`src/rtl/pixel_pkg.sv`:
```
// Shared types and constants for the pixel scan generator.
package pixel_pkg;

  localparam int unsigned COORD_W = 10;
  localparam int unsigned FRAME_W = 8;
  localparam int unsigned RGB_W   = 24;

  typedef enum logic {
    ST_IDLE = 1'b0,
    ST_RUN  = 1'b1
  } state_e;

  typedef enum logic [1:0] {
    PAT_GRAD  = 2'd0,
    PAT_CHECK = 2'd1,
    PAT_BARS  = 2'd2,
    PAT_SOLID = 2'd3
  } pattern_e;

  typedef struct packed {
    logic [7:0] r;
    logic [7:0] g;
    logic [7:0] b;
  } rgb_t;

  // Colour-bar table, index 0 is the leftmost bar.
  localparam logic [7:0][RGB_W-1:0] BAR_RGB = {
    24'h000000, 24'h0000FF, 24'hFF0000, 24'hFF00FF,
    24'h00FF00, 24'h00FFFF, 24'hFFFF00, 24'hFFFFFF
  };

endpackage

```
`src/rtl/pattern_map.sv`:
```
// Combinational x/y/frame/pattern to RGB mapping.
// PIXEL_SCAN_ANIMATE_EN: patterns 0 and 1 scroll horizontally with the frame counter.
module pattern_map
  import pixel_pkg::*;
#(
  parameter int unsigned WIDTH = 640
) (
  input  logic [COORD_W-1:0] x,
  input  logic [COORD_W-1:0] y,
  input  logic [FRAME_W-1:0] frame,
  input  pattern_e           pattern,
  input  logic [RGB_W-1:0]   solid_rgb,
  output rgb_t               rgb_c
);

  logic [7:0] xa;
  logic [7:0] bz;
  logic [2:0] bar;
  logic       coord_unused;

`ifdef PIXEL_SCAN_ANIMATE_EN
  assign xa = x[7:0] + frame;
  assign bz = frame;
`else
  logic frame_unused;
  assign frame_unused = ^frame;
  assign xa = x[7:0];
  assign bz = 8'h00;
`endif

  assign coord_unused = ^y[COORD_W-1:8];

  // Scaling by 8 before dividing keeps bar width WIDTH/8 without a zero divisor.
  assign bar = 3'((32'(x) * 32'd8) / WIDTH);

  always_comb begin
    rgb_c = '0;
    case (pattern)
      PAT_GRAD:  rgb_c = '{r: xa, g: y[7:0], b: bz};
      PAT_CHECK: rgb_c = (xa[3] ^ y[3]) ? rgb_t'(24'hFFFFFF) : rgb_t'(24'h000000);
      PAT_BARS:  rgb_c = rgb_t'(BAR_RGB[bar]);
      PAT_SOLID: rgb_c = rgb_t'(solid_rgb);
      default:   rgb_c = '0;
    endcase
  end

endmodule

```
`src/rtl/pixel_scan_gen.sv`:
```
// Raster pixel generator with valid/ready output and IDLE/RUN frame control.
// Build option PIXEL_SCAN_ANIMATE_EN is implemented in pattern_map.
module pixel_scan_gen
  import pixel_pkg::*;
#(
  parameter int unsigned WIDTH  = 640,
  parameter int unsigned HEIGHT = 480
) (
  input  logic              aclk,
  input  logic              areset,
  input  logic              enable,
  input  logic [1:0]        pattern,
  input  logic [RGB_W-1:0]  solid_rgb,
  output logic [7:0]        r,
  output logic [7:0]        g,
  output logic [7:0]        b,
  output logic              valid,
  input  logic              ready,
  output logic              sof,
  output logic              eol,
  output logic              busy
);

  state_e             state, state_nxt;
  logic [COORD_W-1:0] x_q, x_nxt;
  logic [COORD_W-1:0] y_q, y_nxt;
  logic [FRAME_W-1:0] frame_q, frame_nxt;
  pattern_e           pat_q, pat_nxt;
  logic [RGB_W-1:0]   solid_q, solid_nxt;
  logic               valid_nxt, sof_nxt, eol_nxt, start;
  logic               line_end, last_pix;
  rgb_t               rgb_c;

  assign line_end = (x_q == COORD_W'(WIDTH - 1));
  assign last_pix = line_end && (y_q == COORD_W'(HEIGHT - 1));

  always_ff @(posedge aclk) begin
    if (areset) state <= ST_IDLE;
    else        state <= state_nxt;
  end

  // Next pixel is computed here so the colour of the pixel to present is registered directly.
  always_comb begin
    state_nxt = state;
    x_nxt     = x_q;
    y_nxt     = y_q;
    frame_nxt = frame_q;
    pat_nxt   = pat_q;
    solid_nxt = solid_q;
    valid_nxt = valid;
    start     = 1'b0;
    case (state)
      ST_IDLE: begin
        valid_nxt = 1'b0;
        if (enable) begin
          state_nxt = ST_RUN;
          start     = 1'b1;
          x_nxt     = '0;
          y_nxt     = '0;
          valid_nxt = 1'b1;
        end
      end
      ST_RUN: begin
        if (valid && ready) begin
          if (last_pix) begin
            x_nxt     = '0;
            y_nxt     = '0;
            frame_nxt = frame_q + FRAME_W'(1);
            if (enable) begin
              start = 1'b1;
            end else begin
              state_nxt = ST_IDLE;
              valid_nxt = 1'b0;
            end
          end else if (line_end) begin
            x_nxt = '0;
            y_nxt = y_q + COORD_W'(1);
          end else begin
            x_nxt = x_q + COORD_W'(1);
          end
        end
      end
      default: state_nxt = ST_IDLE;
    endcase
    if (start) begin
      pat_nxt   = pattern_e'(pattern);
      solid_nxt = solid_rgb;
    end
    sof_nxt = valid_nxt && (x_nxt == '0) && (y_nxt == '0);
    eol_nxt = valid_nxt && (x_nxt == COORD_W'(WIDTH - 1));
  end

  pattern_map #(.WIDTH(WIDTH)) u_map (
    .x         (x_nxt),
    .y         (y_nxt),
    .frame     (frame_nxt),
    .pattern   (pat_nxt),
    .solid_rgb (solid_nxt),
    .rgb_c     (rgb_c)
  );

  always_ff @(posedge aclk) begin
    if (areset) begin
      x_q     <= '0;
      y_q     <= '0;
      frame_q <= '0;
      pat_q   <= PAT_GRAD;
      solid_q <= '0;
      valid   <= 1'b0;
      sof     <= 1'b0;
      eol     <= 1'b0;
      busy    <= 1'b0;
      r       <= '0;
      g       <= '0;
      b       <= '0;
    end else begin
      x_q     <= x_nxt;
      y_q     <= y_nxt;
      frame_q <= frame_nxt;
      pat_q   <= pat_nxt;
      solid_q <= solid_nxt;
      valid   <= valid_nxt;
      sof     <= sof_nxt;
      eol     <= eol_nxt;
      busy    <= (state_nxt == ST_RUN);
      r       <= valid_nxt ? rgb_c.r : 8'h00;
      g       <= valid_nxt ? rgb_c.g : 8'h00;
      b       <= valid_nxt ? rgb_c.b : 8'h00;
    end
  end

endmodule

```
`config.mk`:
```
export PLATFORM = sky130hd
export DESIGN_NAME = pixel_scan_gen
export DESIGN_NICKNAME = d
export VERILOG_FILES = /design/src/rtl/pixel_pkg.sv /design/src/rtl/pattern_map.sv /design/src/rtl/pixel_scan_gen.sv
export SDC_FILE = /design/constraint.sdc
export NUM_CORES = 1
export LEC_CHECK = 0
export CAP_MARGIN = 10
export CORE_MARGIN = 2
export CORE_UTILIZATION = 40
export DETAILED_ROUTE_END_ITERATION = 7
export PLACE_DENSITY = 0.71
export SYNTH_ARGS = -nofsm -noshare
export SYNTH_HDL_FRONTEND = slang
export SYNTH_HIERARCHICAL = 1
export SYNTH_SLANG_ARGS = --single-unit
```
`constraint.sdc`:
```
create_clock -name aclk -period 4.1 [get_ports aclk]
set_input_delay 0.41 -clock aclk [delete_from_list [all_inputs] [get_ports aclk]]
set_output_delay 0.41 -clock aclk [all_outputs]
set_load 0.05 [all_outputs]
```
After elaboration in Yosys (flattened, before gate mapping)
Memory sizes are Yosys's and may differ from the RTL's.
Cells that the tools add are included.
{ "op_classes": {"eq_ne": 6, "n_mux": 26, "reduce_logical": 9, "div_mod_pow": 1, "addsub": 2, "bitwise_logic": 3, "magnitude_cmp": 1} }
{ "op_table": {"columns": ["operator", "n"], "rows": [
  ["24-bit case mux with 4 select lines", 1],
  ["10-bit 2-to-1 mux", 8],
  ["24-bit 2-to-1 mux", 3],
  ["10-bit case mux with 2 select lines", 2],
  ["13-bit by 10-bit divider with 32-bit output (second input constant)", 1],
  ["10-bit by 1-bit adder with 10-bit output (second input constant)", 2],
  ["10-bit == test (second input constant)", 2],
  ["10-bit logical NOT", 2],
  ["10-bit by 9-bit == test with 1-bit output (second input constant)", 1],
  ["1-bit 2-to-1 mux", 8],
  ["1-bit case mux with 2 select lines", 3],
  ["1-bit logical AND", 5],
  ["2-bit == test (second input constant)", 2],
  ["3-bit by 4-bit less-than comparator with 1-bit output (second input constant)", 1],
  ["2-bit by 1-bit == test with 1-bit output (second input constant)", 1],
  ["2-bit logical NOT", 1],
  ["2-bit 2-to-1 mux", 1],
  ["1-bit NOT", 2],
  ["2-bit OR reduction", 1],
  ["1-bit XOR", 1]
]} }
{ "word_totals": {"n_memories": 1, "output_inout_bits": 28, "ff_bits": 74, "rom_bits": 192} }
{ "memory_table": {"columns": ["name", "words", "width", "rd", "rd_clocked_by_memory_dff", "wr", "line_no", "source"], "rows": [
  ["(no name shown)", 8, 24, 1, 0, 0, "pattern_map.sv:41", "PAT_BARS: rgb_c = rgb_t'(BAR_RGB[bar]);"]
]} }

Logic depth before layout (Yosys ltp)
Gate-level depths: netlist of run 1.
{ "depth": {"depth_word": 9, "depth_mapped": 17} }

Hierarchy
Netlist of run 1, hierarchy kept.
{ "by_module_without_submodules": {"columns": ["module", "n_inst", "area_per_inst_um2", "cells_per_inst"], "rows": [
  ["pixel_scan_gen", 1, 3589.7, 369],
  ["pattern_map", 1, 744.5, 130]
]} }

Least setup slack after synthesis of run 1
No wires, ideal clock.
{ "synth_timing": {"kind": "register -> register", "from": "register valid", "to": "register r[3]", "n_path_buf": 1, "t_arrival_ps": 3709, "stages_incl_launch_ff": 16, "required_ps": 3985, "setup_slack_ps": 276, "cell_sequence": "dfxtp_1 nand4_2 o31ai_4 nor4_1 a211oi_2 inv_1 buf_4 or2_1 ha_1 nor2b_1 a211o_1 o211ai_1 o311a_2 a21oi_1 a21oi_1 and2_1"} }
{ "synth_lines": {"columns": ["item", "line_no", "source"], "rows": [
  ["start: declaration", "pixel_scan_gen.sv:17", "output logic valid,"],
  ["start signal: assignment", "pixel_scan_gen.sv:122", "valid <= valid_nxt;"],
  ["end signal: assignment", "pixel_scan_gen.sv:126", "r <= valid_nxt ? rgb_c.r : 8'h00;"],
  ["end: declaration", "pixel_scan_gen.sv:14", "output logic [7:0] r,"]
]} }

==> metrics.txt, run 1 <==
insertion delay to the later sink of the worst-skew pair=370 ps; Synth Instances=462; largest net degree at the start of global routing=49; site row count=36; htree depth=3; mapped cell area=0.00398 mm²; post-CTS sizing=0; endpoints failing setup=0; syn_area_per_cell=8.61 µm²; Hold Path Class=flop to flop; DIE HEIGHT=104 µm; DP HPWL=7080 µm; num ports=58; Max Cap Viol=0; port buffer count=57; DR vias=3569; total gr overflow=0; Longest Clk Path Bufs=2; post-synthesis net count=495; Buf+Inv Stages, Crit Path=2; DIE AREA=0.0108 mm²; antenna-violating nets left=0; WP data required=4420 ps; hold buffer count at CTS=0; fraction of layout cells with a size suffix above 1=16.1%; TNS Setup=0 ps; Leakage=1.97 nW; DP Area=0.00474 mm²; CP arrival=4060 ps; Reg2Reg Launch Point=x_q[8]; CP max-delay cell=a221o_2; vias in the first global route=3316; Crit path max-delay family=compound AO/OA/AOI/OAI gates; number of remaining DRC errors=0; cts bufs inserted=9; ANT cells=0; Final Max Tran Viols=0; GPL Wtd Cong=0.913; core area=0.00973 mm²; WL final=10000 µm; nets=555; critical path startpoint=x_q[8]; hold_ws=562 ps; Worst-Margin Slew=790 ps; warnings from Yosys=6; gr usage total=18.8%; Via-to-Cell Ratio=5.41; Pwr per Cell Area=342 mW/mm²; Finished Cell Area=0.00498 mm²; Relative slew margins=46.7%; wire length of the first global-routing pass=16400 µm; Startpoint Class=flop; post-CTS setup buffers=0; CTS root buf=clkbuf_8; final hold viol count=0; Period minus WS final=3740 ps; initial core utilization=40.9%; RSZ-0062 raised after global routing=no; FF-to-FF path depth=15; peak per-stage delay on the critical path=470 ps; Inst Count DP=644; CP endpoint kind=flop; worst reg-to-reg setup slack=360 ps; Area Growth Syn to Fin=25.2%; f_max=267 MHz; clk sink count=74; CP cell instances=or3b_4, o31ai_4, nor4_1, a211oi_2, inv_1, or2_1, ha_1, nor2b_1, buf_4, a21oi_1, o21ai_0, a31o_2, a221o_2, nand2_1, and2_1; VDD IR max=0.173 mV; CTS clock-pin slew for the worst setup and hold paths=90 ps; outcome=finished, final reports clean; Critical Path Stages=15; fraction of the cycle the final worst path needs=91.2%; 1st-pass router iterations=5; Non-Filler Instances=660; WS Path Type=flop to flop; worst reg2reg path endpoint=b[3]; crit-path max FO=8; initial detailed-routing violation count=195; CP endpoint=b[3]; WL/cell=15.2 µm; CTS tree=yes; post-layout util=51.2%; clock skew=7.20 ps; die width=104 µm; initial antenna violation count=0
==> through the flow <==
step                      setup slack [ps]  power, mW
after floorplan                        276      0.949
after global placement                 231       1.04
after detailed placement               126       1.04
after CTS                              401       1.71
after global routing                  76.5       1.77
final                                  360       1.70
==> where the power goes <==
part	switching, mW	total (mW)	internal (mW)
clock network	0.309	0.676	0.368
registers	0.0115	0.760	0.748
logic	0.153	0.268	0.115
total	0.473	1.70	1.23
==> cell type report <==
type | instances | area, µm²
well taps | 133 | 166
fillers | 930 | 4750
inverters | 17 | 63.8
multi-input cells | 345 | 2330
flip-flops and latches | 74 | 1480
clock buffers | 10 | 138
clock inverters | 6 | 97.6
repair buffers | 75 | 706
==> per-layer routing <==
metal / wire [µm] / vias to the layer above / global-route usage [%]
li1: - / 1756 / -
met1: 4680 / 1691 / 24.0
met2: 4740 / 102 / 31.2
met3: 390 / 20 / 3.15
met4: 218 / 0 / 8.30
met5: 0 / - / 0
==> worst register-to-register path: stages, from the launching register on <==
cell and delay [ps]:
dfxtp_1 390, or3b_4 450, o31ai_4 300, nor4_1 110, a211oi_2 310, inv_1 90
or2_1 270, ha_1 360, nor2b_1 80, buf_4 150, a21oi_1 150, o21ai_0 100
a31o_2 250, a221o_2 470, nand2_1 90, and2_1 110
==> state kept, by name, indices dropped and copies added (netlist names) <==
register	flops
busy	1
g	8
pat_q	2
x_q	10
eol	1
b	8
y_q	10
solid_q	24
valid	1
r	8
sof	1
==> cells in the final DEF (no fill, tap or decap), types with 3 or more instances in the layout <==
cell,instances
o21ai_1,3
nor4_1,6
nor2_1,17
nand4_1,7
o21bai_1,3
nor3_1,9
nand2_1,35
clkbuf_8,10
and2_1,30
nor2b_1,41
a21oi_1,42
xnor2_1,3
xor2_1,3
a31oi_1,4
buf_4,18
inv_1,15
dfxtp_1,74
nand4b_1,3
mux2_2,25
nand2b_1,3
and3_1,3
o211ai_1,3
o21ai_0,31
ha_1,3
clkdlybuf4s50_1,57
nand3_1,11
mux2_1,4
==> worst min-delay path by stage <==
stage                      start  endpoint  slack, ps  cells after the start
after CTS                 y_q[9]    y_q[9]        560                      2
after global placement    y_q[9]    y_q[9]        530                      2
final                     y_q[9]    y_q[9]        560                      2
after detailed placement  y_q[2]    y_q[2]        540                      2
after floorplan           y_q[2]    y_q[2]        500                      2
after global routing      y_q[2]    y_q[2]        600                      2
Power figures use the tool's default switching activity.
==> inputs of run 2 (changes only) <==
--- a/config.mk
+++ b/config.mk
@@ -5,6 +5,7 @@
 export SDC_FILE = /design/constraint.sdc
 export NUM_CORES = 1
 export LEC_CHECK = 0
+export ABC_AREA = 1
 export CAP_MARGIN = 10
 export CORE_MARGIN = 2
 export CORE_UTILIZATION = 40
==> constraint.sdc (replaced) <==
create_clock -name aclk -period 4.1 [get_ports aclk]
set_input_delay 0.41 -clock aclk [delete_from_list [all_inputs] [get_ports aclk]]
set_output_delay 0.41 -clock aclk [all_outputs]
set_load 0.01 [all_outputs]
==> run 2 against run 1 <==
Against the previous run:
- worst setup slack improved by 11 ps
- wire length increased by 8.4%
- global-route usage increased by 0.74 points
- synthesized cell count increased by 47%
- non-clock buffer count decreased by 7
- via count increased by 18%
- cell count increased by 33%
- critical path depth increased by 13
- sequential share of layout area decreased by 1.5 points
- largest power group unchanged
==> metrics.txt, run 2 <==
NetSw=473 µW (about the same); DR vias=4219 (was 3569); Startpoint Class=input port (was flop); Pwr per Cell Area=333 mW/mm² (was 342 mW/mm²); DIE HEIGHT=108 µm (was 104 µm); hold_ws=521 ps (was 562 ps); Largest regs=solid_q: 24 flops, x_q: 10 flops, y_q: 10 flops (unchanged); outcome=finished, final reports clean (unchanged); mapped cell area=0.00429 mm² (was 0.00398 mm²); Period minus WS final=3730 ps (was 3740 ps); total gr overflow=0 (unchanged); pre-CTS WS=55.5 ps (was 126 ps); Max Cap Viol=0 (unchanged); initial core utilization=41.4% (was 40.9%); CTS tree=yes (unchanged); num ports=58 (unchanged); syn_area_per_cell=6.30 µm² (was 8.61 µm²); warnings from Yosys=6 (unchanged); nets=771 (was 555); Critical Path Most Common Cell=nand2_1; CTS clock-pin slew for the worst setup and hold paths=80 ps (was 90 ps); RSZ-0062 raised after global routing=no (unchanged); CP endpoint kind=flop (unchanged); htree depth=3 (unchanged); insertion delay to the later sink of the worst-skew pair=350 ps (was 370 ps); CP arrival=4010 ps (was 4060 ps); combinational power share=16.8% (was 15.7%); Longest Clk Path Bufs=2 (unchanged); Final WS setup=371 ps (was 360 ps); Worst-Margin Slew=533 ps (was 790 ps); peak per-stage delay on the critical path=470 ps (about the same); Flop pwr share=43.7% (was 44.6%); WL/cell=12.4 µm (was 15.2 µm); VDD IR max=0.248 mV (was 0.173 mV); post-synthesis net count=714 (was 495); DP HPWL=8110 µm (was 7080 µm); core area=0.0104 mm² (was 0.00973 mm²); WS Path Type=input port to flop (was flop to flop); site row count=37 (was 36); Synth Instances=681 (was 462); post-layout util=50.6% (was 51.2%); WL final=10900 µm (was 10000 µm); hold buffer count at CTS=0 (unchanged); Final Max Tran Viols=0 (unchanged); f_max=268 MHz (was 267 MHz); 1st-pass router iterations=6 (was 5); clock share of power=39.4% (was 39.7%); fraction of layout cells with a size suffix above 1=11.7% (was 16.1%); initial antenna violation count=0 (unchanged); die width=108 µm (was 104 µm); CP max-delay cell=clkdlybuf4s50_1 (was a221o_2); Relative slew margins=64.5% (was 46.7%); wire length of the first global-routing pass=18100 µm (was 16400 µm); filler instances=1029 (was 930); port buffer count=57 (unchanged); Via-to-Cell Ratio=4.80 (was 5.41); gr usage total=19.5% (was 18.8%); Area Growth Syn to Fin=22.3% (was 25.2%); commonest cells after routing, fill and taps aside=nand2_1, inv_1, nor2_1 (was dfxtp_1, clkdlybuf4s50_1, a21oi_1); Reg with most FFs=solid_q (unchanged); antenna-violating nets left=0 (unchanged); ANT cells=0 (unchanged); fraction of the cycle the final worst path needs=91.0% (was 91.2%); clock skew=13.7 ps (was 7.20 ps); Switching Share=27.1% (was 27.7%); max FFs per register=24 (unchanged); vias in the first global route=3983 (was 3316); cts bufs inserted=9 (unchanged); initial detailed-routing violation count=247 (was 195); GPL Wtd Cong=0.898 (was 0.913); Hold Path Class=flop to flop (unchanged); number of remaining DRC errors=0 (unchanged); crit-path max FO=8 (unchanged); TNS Setup=0 ps (unchanged); largest net degree at the start of global routing=49 (unchanged); endpoints failing setup=0 (unchanged); CTS root buf=clkbuf_8 (unchanged); Leakage=2.61 nW (was 1.97 nW); WP data required=4380 ps (was 4420 ps); clk sink count=74 (unchanged); most common cell after layout, fill and taps aside=nand2_1 (was dfxtp_1); Cell Int Power=1.28 mW (was 1.23 mW); final hold viol count=0 (unchanged); DIE AREA=0.0116 mm² (was 0.0108 mm²)
-- run 2: metrics by stage --
stage	area, µm²	cells	power [mW]
after global placement	5000	863	1.07
final	5250	879	1.75
after floorplan	4290	681	0.970
after detailed placement	5000	863	1.07
after CTS	5240	879	1.76
after global routing	5250	879	1.83
-- run 2: critical path, delay by kind of cell --
kind                       cells  cell delay [ps]
AOI/OAI and AO/OA              5              840
buffers and inverters          5              810
adders and majority gates      1              300
and+or+nand+nor               17             1630
-- run 2: timing repair --
item / 4_1_cts / 5_1_grt
setup endpoints to repair: 0 / 13
buffers inserted: 0 / 0
resized for setup: 0 / 4
-- run 2: final cells by class --
type | count | area [µm²] | share of cell area [%]
inverters | 147 | 552 | 10.5
well taps | 136 | 170 | 3.24
clock buffers | 9 | 124 | 2.36
multi-input cells | 438 | 2150 | 41.0
clock inverters | 7 | 118 | 2.24
flip-flops and latches | 74 | 1480 | 28.2
repair buffers | 68 | 653 | 12.4
-- run 2: final timing paths --
| check | from | to | slack (ps) | depth (start not counted) |
|---|---|---|---|---|
| setup / recovery | ready | b[4] | 370 | 28 |
| setup reg to reg | x_q[0] | b[4] | 450 | 28 |
| hold reg to reg | x_q[1] | x_q[1] | 520 | 2 |
| hold / removal | x_q[1] | x_q[1] | 520 | 2 |
-- run 2: routing by layer --
metal	track usage, %	share of wire, %	vias to the layer above
li1	-	-	2188
met1	25.4	46	1849
met2	31.7	46	154
met3	3.87	5.9	28
met4	7.78	2.1	0
met5	0	0	-
-- run 2: power groups by stage --
| stage | clock [mW] | combinational [mW] | sequential, mW |
|---|---|---|---|
| after floorplan | 0 | 0.185 | 0.785 |
| after global placement | 0 | 0.288 | 0.781 |
| after detailed placement | 0 | 0.292 | 0.782 |
| after CTS | 0.698 | 0.294 | 0.766 |
| after global routing | 0.732 | 0.330 | 0.769 |
| final | 0.690 | 0.295 | 0.765 |
